`config.mk`:
```
export PLATFORM = sky130hd
export DESIGN_NAME = approx_err_sweep_monitor
export DESIGN_NICKNAME = d
export VERILOG_FILES = /design/src/rtl/errsweep_pkg.sv /design/src/rtl/errsweep_abs_err.sv /design/src/rtl/approx_err_sweep_monitor.sv
export SDC_FILE = /design/constraint.sdc
export NUM_CORES = 1
export LEC_CHECK = 0
export BUFFER_PORTS_ARGS = -buffer_cell sky130_fd_sc_hd__buf_2
export CAP_MARGIN = 20
export CELL_PAD_IN_SITES_DETAIL_PLACEMENT = 0
export CELL_PAD_IN_SITES_GLOBAL_PLACEMENT = 2
export CORE_MARGIN = 2
export CORE_UTILIZATION = 31
export CTS_CLUSTER_DIAMETER = 100
export DETAILED_ROUTE_END_ITERATION = 8
export PLACE_DENSITY_LB_ADDON = 0.1
export SETUP_SLACK_MARGIN = 0.1
export SKIP_LAST_GASP = 1
export SYNTH_ARGS = -nofsm -noshare
export SYNTH_HDL_FRONTEND = slang
export SYNTH_HIERARCHICAL = 1
export SYNTH_SLANG_ARGS = --single-unit
```
`constraint.sdc`:
```
create_clock -name clk -period 3.4 [get_ports clk]
set_input_delay 0.68 -clock clk [delete_from_list [all_inputs] [get_ports clk]]
set_output_delay 0.68 -clock clk [all_outputs]
set_load 0.02 [all_outputs]
```
`src/rtl/errsweep_pkg.sv`:
```
// ---------------------------------------------------------------------------
// errsweep_pkg
// Shared types and width helpers for the approximate-adder error sweep monitor.
//   state_t : sweep controller states
//   vec_w   : netlist input vector width for IN_W-bit operands
//   sum_w   : width of the |error| sum; wide enough that a full sweep never wraps
//   cnt_w   : width of the violation counter; holds the full vector count
// ---------------------------------------------------------------------------
package errsweep_pkg;

    typedef enum logic [1:0] {
        IDLE  = 2'd0,
        SWEEP = 2'd1,
        DRAIN = 2'd2,
        DONE  = 2'd3
    } state_t;

    function automatic int vec_w(input int in_w);
        return 2 * in_w;
    endfunction

    // Every |error| fits in OUT_W bits and there are 2^(2*IN_W) vectors.
    function automatic int sum_w(input int in_w, input int out_w);
        return out_w + 2 * in_w;
    endfunction

    // One extra bit so that "every vector violates" is representable.
    function automatic int cnt_w(input int in_w);
        return 2 * in_w + 1;
    endfunction

endpackage

```
`src/rtl/errsweep_abs_err.sv`:
```
// ---------------------------------------------------------------------------
// errsweep_abs_err
// Combinational error evaluation for one captured netlist vector.
// Ports:
//   a       in  IN_W   operand A of the vector
//   b       in  IN_W   operand B of the vector
//   dut_res in  OUT_W  approximate sum produced by the netlist
//   err     out OUT_W  |dut_res - (a+b)|
//   viol    out 1      err > ET
// ---------------------------------------------------------------------------
module errsweep_abs_err
    import errsweep_pkg::*;
#(
    parameter int IN_W  = 2,
    parameter int OUT_W = 3,
    parameter int ET    = 2
) (
    input  logic [IN_W-1:0]  a,
    input  logic [IN_W-1:0]  b,
    input  logic [OUT_W-1:0] dut_res,
    output logic [OUT_W-1:0] err,
    output logic             viol
);

    localparam logic [OUT_W-1:0] ET_V = OUT_W'(ET);

    // Magnitude of a signed difference, truncated back to the netlist width.
    function automatic logic [OUT_W-1:0] abs_trunc(input logic signed [OUT_W:0] d);
        return OUT_W'((d < 0) ? -d : d);
    endfunction

    logic        [OUT_W-1:0] exact;
    logic signed [OUT_W:0]   diff;

    assign exact = OUT_W'(a) + OUT_W'(b);
    // One extra bit so both operands stay non-negative before subtracting.
    assign diff  = $signed({1'b0, dut_res}) - $signed({1'b0, exact});
    assign err   = abs_trunc(diff);
    assign viol  = (err > ET_V);

endmodule

```
`src/rtl/approx_err_sweep_monitor.sv`:
```
// ---------------------------------------------------------------------------
// approx_err_sweep_monitor
// Exhaustively sweeps every input vector into an external combinational
// approximate adder and accumulates its error against the exact sum.
// Ports:
//   clk, rst_n      clock, asynchronous active-low reset
//   start           begin a sweep (accepted only in IDLE)
//   abort           return to IDLE at the next edge, no done pulse
//   busy            high while sweeping or draining
//   done            one-cycle pulse when results are valid
//   vec_out         vector to the netlist: [IN_W-1:0]=A, [2*IN_W-1:IN_W]=B
//   dut_res         netlist output for vec_out
//   max_err         largest |error| seen
//   err_sum         sum of |error| over all vectors
//   viol_cnt        number of vectors with |error| > ET
//   pass            viol_cnt == 0, valid from done until the next start
// Optional (macro ERRSWEEP_FIRST_FAIL_EN):
//   first_fail_vec  first violating vector of the sweep
//   first_fail_vld  first_fail_vec holds a captured violation
// ---------------------------------------------------------------------------
module approx_err_sweep_monitor
    import errsweep_pkg::*;
#(
    parameter int IN_W  = 2,
    parameter int OUT_W = 3,
    parameter int ET    = 2
) (
    input  logic                    clk,
    input  logic                    rst_n,
    input  logic                    start,
    input  logic                    abort,
    output logic                    busy,
    output logic                    done,
    output logic [2*IN_W-1:0]       vec_out,
    input  logic [OUT_W-1:0]        dut_res,
    output logic [OUT_W-1:0]        max_err,
    output logic [OUT_W+2*IN_W-1:0] err_sum,
    output logic [2*IN_W:0]         viol_cnt,
    output logic                    pass
`ifdef ERRSWEEP_FIRST_FAIL_EN
    ,
    output logic [2*IN_W-1:0]       first_fail_vec,
    output logic                    first_fail_vld
`endif
);

    localparam int VEC_W = vec_w(IN_W);
    localparam int SUM_W = sum_w(IN_W, OUT_W);
    localparam int CNT_W = cnt_w(IN_W);
    localparam logic [VEC_W-1:0] VEC_MAX = '1;

    state_t            state_q, state_d;
    logic              clr, cap_en, done_d;
    logic [VEC_W-1:0]  vec_q;
    logic              done_q, pass_q;

    logic              vld_p1_q;
    logic [VEC_W-1:0]  cap_vec_p1_q;
    logic [OUT_W-1:0]  cap_res_p1_q;
    logic [OUT_W-1:0]  err_p1;
    logic              viol_p1;

    logic [OUT_W-1:0]  max_err_q;
    logic [SUM_W-1:0]  err_sum_q;
    logic [CNT_W-1:0]  viol_cnt_q;

    // Controller
    always_ff @(posedge clk or negedge rst_n) begin
        if (!rst_n) begin
            state_q <= IDLE;
        end else begin
            state_q <= state_d;
        end
    end

    always_comb begin
        state_d = state_q;
        clr     = 1'b0;
        cap_en  = 1'b0;
        done_d  = 1'b0;
        if (abort) begin
            state_d = IDLE;
        end else begin
            case (state_q)
                IDLE: begin
                    if (start) begin
                        state_d = SWEEP;
                        clr     = 1'b1;
                    end
                end
                SWEEP: begin
                    cap_en = 1'b1;
                    // The all-ones vector is being captured this edge; stop
                    // without driving a wrapped vector back to the netlist.
                    if (vec_q == VEC_MAX) begin
                        state_d = DRAIN;
                    end
                end
                DRAIN: begin
                    state_d = DONE;
                end
                DONE: begin
                    done_d  = 1'b1;
                    state_d = IDLE;
                end
                default: begin
                    state_d = IDLE;
                end
            endcase
        end
    end

    // Vector counter and done/pass flags
    always_ff @(posedge clk or negedge rst_n) begin
        if (!rst_n) begin
            vec_q  <= '0;
            done_q <= 1'b0;
            pass_q <= 1'b0;
        end else begin
            done_q <= done_d;
            if (clr) begin
                vec_q  <= '0;
                pass_q <= 1'b0;
            end else begin
                if (cap_en && (vec_q != VEC_MAX)) begin
                    vec_q <= vec_q + 1'b1;
                end
                if (done_d) begin
                    pass_q <= (viol_cnt_q == '0);
                end
            end
        end
    end

    // ---- stage p1: capture {vector, netlist result} ----
    always_ff @(posedge clk or negedge rst_n) begin
        if (!rst_n) begin
            vld_p1_q <= 1'b0;
        end else begin
            vld_p1_q <= cap_en;
        end
    end

    always_ff @(posedge clk) begin
        if (clr) begin
            cap_vec_p1_q <= '0;
            cap_res_p1_q <= '0;
        end else if (cap_en) begin
            cap_vec_p1_q <= vec_q;
            cap_res_p1_q <= dut_res;
        end
    end

    errsweep_abs_err #(
        .IN_W  (IN_W),
        .OUT_W (OUT_W),
        .ET    (ET)
    ) u_abs_err (
        .a       (cap_vec_p1_q[IN_W-1:0]),
        .b       (cap_vec_p1_q[2*IN_W-1:IN_W]),
        .dut_res (cap_res_p1_q),
        .err     (err_p1),
        .viol    (viol_p1)
    );

    // ---- stage p2: accumulate ----
    always_ff @(posedge clk or negedge rst_n) begin
        if (!rst_n) begin
            max_err_q  <= '0;
            err_sum_q  <= '0;
            viol_cnt_q <= '0;
        end else if (clr) begin
            max_err_q  <= '0;
            err_sum_q  <= '0;
            viol_cnt_q <= '0;
        end else if (vld_p1_q) begin
            if (err_p1 > max_err_q) begin
                max_err_q <= err_p1;
            end
            err_sum_q  <= err_sum_q + SUM_W'(err_p1);
            viol_cnt_q <= viol_cnt_q + CNT_W'(viol_p1);
        end
    end

`ifdef ERRSWEEP_FIRST_FAIL_EN
    logic [VEC_W-1:0] ff_vec_q;
    logic             ff_vld_q;

    // Only the earliest violation of a sweep is kept.
    always_ff @(posedge clk or negedge rst_n) begin
        if (!rst_n) begin
            ff_vec_q <= '0;
            ff_vld_q <= 1'b0;
        end else if (clr) begin
            ff_vec_q <= '0;
            ff_vld_q <= 1'b0;
        end else if (vld_p1_q && viol_p1 && !ff_vld_q) begin
            ff_vec_q <= cap_vec_p1_q;
            ff_vld_q <= 1'b1;
        end
    end

    assign first_fail_vec = ff_vec_q;
    assign first_fail_vld = ff_vld_q;
`else
    // First-fail capture not built.
`endif

    assign busy     = (state_q == SWEEP) || (state_q == DRAIN);
    assign done     = done_q;
    assign vec_out  = vec_q;
    assign max_err  = max_err_q;
    assign err_sum  = err_sum_q;
    assign viol_cnt = viol_cnt_q;
    assign pass     = pass_q;

endmodule

```
==> results of run 1 <==
[cell usage after synthesis (2+ instances only)]
| cell | instances | area share |
|---|---|---|
| dfrtp_1 | 24 | 0.33 |
| nand2_1 | 21 | 0.044 |
| a21oi_1 | 19 | 0.053 |
| ha_1 | 19 | 0.13 |
| nor2_1 | 15 | 0.031 |
| inv_1 | 14 | 0.029 |
| nand3_1 | 10 | 0.028 |
| dfxtp_1 | 7 | 0.078 |
| o21ai_0 | 6 | 0.017 |
| xnor2_1 | 6 | 0.029 |
| xor2_1 | 6 | 0.029 |
| mux2i_1 | 5 | 0.028 |
| buf_2 | 3 | 0.0084 |
| fa_1 | 3 | 0.033 |
| buf_6 | 2 | 0.013 |
| nand4_1 | 2 | 0.0070 |
| nor2b_1 | 2 | 0.0070 |
| nor3_1 | 2 | 0.0056 |
| or3_1 | 2 | 0.0070 |
[layout by cell type, fill, tap and decap left out, types with 3 or more instances in the layout]
master and count:
o21ai_1 4, dfxtp_1 5, a21oi_4 3, clkbuf_8 5, nand3_1 8, buf_4 9, ha_1 13, a21oi_1 15
xor2_1 6, dfrtp_1 24, xnor2_1 5, ha_4 5, nand2_1 21, nor2_1 15, inv_1 12, mux2i_1 5
buf_2 28
[area by class of cell]
type	instances	share of cell area
clock buffer	7	0.0328
clock inverter	1	0.00215
inverter	14	0.0226
multi-input combinational	135	0.490
sequential	31	0.320
tap	72	0.0388
timing repair buffer	38	0.0942
[cells by family after synthesis]
family                     Yosys count  share of synthesized area
buffers and inverters               19                     0.0502
xor gates and xnor gates            12                     0.0586
AOI/OAI and AO/OA                   33                      0.107
DFF                                 31                      0.413
muxes                                6                     0.0363
and+or+nand+nor                     62                      0.168
adders and majority gates           22                      0.166
[worst min-delay path by stage]
stage,slack [ns],from,end,cells past startpoint
floorplan,0.38,rst_n,done$_DFF_PN0_,0
detailed placement,0.45,cap_vec_p1_q[0]$_SDFFE_PP0P_,cap_vec_p1_q[0]$_SDFFE_PP0P_,2
finish,0.39,rst_n,max_err[2]$_DFFE_PN0P_,1
CTS,0.40,rst_n,max_err[2]$_DFFE_PN0P_,1
global route,0.43,rst_n,err_sum[4]$_DFFE_PN0P_,1
global placement,0.44,cap_vec_p1_q[0]$_SDFFE_PP0P_,cap_vec_p1_q[0]$_SDFFE_PP0P_,2
[metal layers]
layer / track usage / vias up / routed length, µm
met5: 0 / - / 0
met4: 0.0458 / 0 / 51
met3: 0.0348 / 5 / 142
met2: 0.243 / 26 / 2050
met1: 0.154 / 666 / 1660
li1: - / 705 / -
[sequential cells by signal (all words and copies together), names as in the netlist]
name	count
err_sum	7
cap_vec_p1_q	4
done	1
max_err	3
pass	1
viol_cnt	5
cap_res_p1_q	3
vld_p1_q	1
state_q	2
vec_out	4
[stage by stage]
step                      utilization  hold slack, ns  setup WS (ns)
final                           0.420           0.385         -0.121
after global routing            0.420           0.427         -0.302
after global placement          0.385           0.444         -0.116
after CTS                       0.410           0.401        -0.0541
after floorplan                     -           0.384        0.00532
after detailed placement        0.385           0.448         -0.149
[repair_timing]
action	CTS	global route
pin swaps	15	16
resized for setup	9	7
setup buffers	1	2
endpoints found under the setup margin	14	14
[critical path, stage by stage (launching register included)]
cell and delay, ns:
dfxtp_2 0.33, inv_2 0.04, fa_1 0.55, inv_1 0.05, ha_2 0.16, or2_4 0.23
fa_1 0.52, inv_2 0.05, ha_4 0.14, nand3b_1 0.18, xnor2_2 0.17, buf_4 0.15
ha_4 0.32, a21oi_4 0.08, or3_1 0.34, a21oi_2 0.13
==> reports/metrics.cfg, run 1 <==
[routing]
vias_per_cell=4.70
firstDrtPassIters=4
antenna_left=0
detail_route.wirelength_um=3900
drc_errors=0
vias=1402
drtIter0Drc=33
wl_per_cell_um=13.1

[clock_tree]
clk_pin_slew_worst_paths_ns=0.07
clk_latency_ns=0.28
cts_tree=done
cts_buffers=5
clk_path_buf_depth=2
cts-hold-fix-buffers=0
clock_sinks=31
h-tree-depth=2
root_buffer=clkbuf_8

[die]
rows=27
dieArea_um2=6410
core-area_um2=5540
ios=29
die_y_um=80.1
chipWidth_um=80.1
start_util=0.324

[synth]
ys_ff_latch=31
avgSynthCellArea_um2=9.69
ys_async_sr_fraction=0.774
ys_warn_count=6
ys.flop_type=dfrtp_1
syn_inst=185
syn_area_um2=1790
synth_cell_types=36
ys_seq_area_frac=0.413
syn_nets=214
synth_edf_count=0

[global_route]
grt_pass1_wl_um=6620
grt_max_degree=25
gr-total-overflow=0
grt_usage=0.135
grt_pass1_vias=1440
antenna_found_initial=0

[worst_setup_path]
reg2reg_slack_ns=-0.12
required_ns=3.61
r2r-start=cap_vec_p1_q[2]$_SDFFE_PP0P_
r2r_end=err_sum[4]$_DFFE_PN0P_
crit_end=err_sum[4]$_DFFE_PN0P_
worstSetupPathType=reg -> reg
crit_fanout=4
r2r_cells=15
end_kind=flip-flop
crit_path_start=cap_vec_p1_q[2]$_SDFFE_PP0P_
worstSetupStartpointType=flip-flop
worstPathArrival_ns=3.73

[run_status]
violations=setup timing
outcome=finished, violations left

[sta]
hold_viol_final=0
maxSlewHeadroom=0.625
fin_ws_ns=-0.121
worstMarginPinSlew_ns=0.563
period_needed_ns=3.52
skew_ns=0.00409
max_freq_ghz=0.284
fin_crit_sh=1.04
fin_tns_setup_ns=-0.320
setup_viol=7
slew_viol_final=0
rsz0062_at_grt=true

[layout]
multi_input_area_um2=1140
syn2layout_area_growth_pct=29.7
drive_gt1_frac=0.327
area.sequential_um2=743
finalNetCount=254
diodes=0
fill_cells=578
fin_area_um2=2320
fin_cells=298

[place]
portBuffers=28
dp_hpwl_um=2790
placed_cell_area_um2=2130
gp_congestion=0.714
place_inst=287

[min_path]
hold_class=in -> async

[job]
max_cap_violations=0

Power of run 1 is left out: the tool's default activity adds up to more than one toggle a clock period on the data nets, which glitch-free logic cannot reach.
==> run 2, diff against run 1 <==
--- a/config.mk
+++ b/config.mk
@@ -13,7 +13,9 @@
 export CORE_UTILIZATION = 31
 export CTS_CLUSTER_DIAMETER = 100
 export DETAILED_ROUTE_END_ITERATION = 8
-export PLACE_DENSITY_LB_ADDON = 0.1
+export GPL_TIMING_DRIVEN = 0
+export PLACE_DENSITY = 0.72
+export RECOVER_POWER = 25
 export SETUP_SLACK_MARGIN = 0.1
 export SKIP_LAST_GASP = 1
 export SYNTH_ARGS = -nofsm -noshare
==> run 2 against run 1 <==
The run still ends with setup timing left. Sequential cell count unchanged. Critical endpoint is now viol_cnt[4]$_DFFE_PN0P_. Via count decreased by 0.21%. Die area unchanged. Fmax decreased by 0.35%. Hold slack improved by 0.080 ns. Sequential share of layout area decreased by 0.36 points. Critical path type unchanged. Core utilization increased by 0.47 points. Wire length increased by 1.5%. Critical path depth increased by 1.
==> reports/metrics.cfg, run 2 (synthesized netlist as in run 1, its figures left out) <==
[layout]
finalNetCount=254
largest_reg_flops=7
area.sequential_um2=743
syn2layout_area_growth_pct=31.1
diodes=0
multi_input_area_um2=1140
drive_gt1_frac=0.345
layout_commonest_cell=buf_2
mostFrequentLayoutCells=buf_2, dfrtp_1, nand2_1, nor2_1, a21oi_1
fill_cells=574

[clock_tree]
clk_pin_slew_worst_paths_ns=0.07
cts_tree=done
cts-hold-fix-buffers=0
clock_sinks=31
h-tree-depth=2
clk_path_buf_depth=2
root_buffer=clkbuf_8
cts_buffers=5
clk_latency_ns=0.29

[place]
gp_congestion=0.752
dp_hpwl_um=2880
portBuffers=28

[worst_setup_path]
r2r_end=viol_cnt[4]$_DFFE_PN0P_
cp_common_cell=ha_4
required_ns=3.56
end_kind=flip-flop
cp_cell_sequence=inv_2 -> fa_1 -> inv_1 -> ha_2 -> or2_4 -> fa_1 -> inv_2 -> ha_4 -> nand3b_1 -> xnor2_4 -> a21o_1 -> ha_4 -> ha_4 -> nand4_1 -> xor2_1 -> nor2_1
critPathSlowestCell=fa_1
crit_path_start=cap_vec_p1_q[0]$_SDFFE_PP0P_
crit_end=viol_cnt[4]$_DFFE_PN0P_
max_stage_delay_ns=0.56
crit_fanout=4
r2r-start=cap_vec_p1_q[0]$_SDFFE_PP0P_
worstPathArrival_ns=3.70
worstSetupPathType=reg -> reg
reg2reg_slack_ns=-0.13
r2r_cells=16
worstSetupStartpointType=flip-flop

[sta]
setup_viol=11
maxSlewHeadroom=0.0722
hold_viol_final=0
slew_viol_final=0
worstMarginPinSlew_ns=1.39
period_needed_ns=3.53
max_freq_ghz=0.283
fin_ws_ns=-0.134
rsz0062_at_grt=true
fin_crit_sh=1.04
skew_ns=0.0116
hold_ws_ns=0.465

[die]
ios=29
die_y_um=80.1
start_util=0.324
dieArea_um2=6410
chipWidth_um=80.1
rows=27
core-area_um2=5540

[global_route]
grt_max_degree=25
antenna_found_initial=0
gr-total-overflow=0
grt_pass1_wl_um=6970
grt_usage=0.140
grt_pass1_vias=1492

[routing]
wl_per_cell_um=13.3
firstDrtPassIters=4
vias=1399
drc_errors=0
detail_route.wirelength_um=3960
antenna_left=0
drtIter0Drc=37
vias_per_cell=4.69

[min_path]
hold_class=reg -> reg
hold_depth=2

[job]
max_cap_violations=0

[run_status]
outcome=finished, violations left
violations=setup timing

run 2: per-layer routing:
layer | vias up | GRT usage | share of wire
met5 | - | 0 | 0
met4 | 0 | 0.0407 | 0.011
met3 | 5 | 0.0303 | 0.031
met2 | 18 | 0.245 | 0.52
met1 | 671 | 0.173 | 0.44
li1 | 705 | - | -
run 2: critical path: cells and delay by family, from the launching register on:
family          cells  cell delay (ns)
flops               1             0.33
simple gates        4             0.62
buf+inv             3             0.15
fa+ha+maj           6             1.71
compound gates      1             0.22
xor+xnor            2             0.37
run 2: how the worst min path moves through the flow:
stage / from / endpoint
6_report: cap_res_p1_q[2]$_SDFFE_PP0P_ / cap_res_p1_q[2]$_SDFFE_PP0P_
4_1_cts: rst_n / vld_p1_q$_DFF_PN0_
2_1_floorplan: rst_n / done$_DFF_PN0_
3_5_place_dp: cap_res_p1_q[2]$_SDFFE_PP0P_ / cap_res_p1_q[2]$_SDFFE_PP0P_
3_3_place_gp: cap_vec_p1_q[0]$_SDFFE_PP0P_ / cap_vec_p1_q[0]$_SDFFE_PP0P_
5_1_grt: cap_vec_p1_q[0]$_SDFFE_PP0P_ / cap_vec_p1_q[0]$_SDFFE_PP0P_
run 2: timing repair:
action / CTS / global route
setup endpoints to repair: 14 / 14
cloned: 0 / 0
endpoints found under the hold margin: 0 / 0
gates resized for setup: 11 / 4
buffers inserted: 2 / 3
pin swaps: 15 / 8
run 2: area by class of cell:
| type | instances | share of cell area |
|---|---|---|
| Buffer | 5 | 0.0160 |
| Sequential cell | 31 | 0.316 |
| Clock buffer | 5 | 0.0293 |
| Inverter | 14 | 0.0224 |
| Tap cell | 72 | 0.0383 |
| Timing Repair Buffer | 33 | 0.0750 |
| Clock inverter | 3 | 0.0186 |
| Multi-Input combinational cell | 135 | 0.484 |
run 2: metrics by stage:
| stage | utilization | instances | worst slack [ns] | TNS, ns | area (µm²) |
|---|---|---|---|---|---|
| after floorplan | - | 185 | 0.00532 | 0 | 1890 |
| after global placement | 0.382 | 285 | -0.217 | -1.53 | 2120 |
| after detailed placement | 0.382 | 285 | -0.304 | -2.29 | 2120 |
| after CTS | 0.417 | 295 | -0.122 | -0.688 | 2310 |
| after global routing | 0.424 | 298 | -0.290 | -2.91 | 2350 |
| final | 0.424 | 298 | -0.134 | -0.915 | 2350 |
Power of run 2 is left out for the same reason.
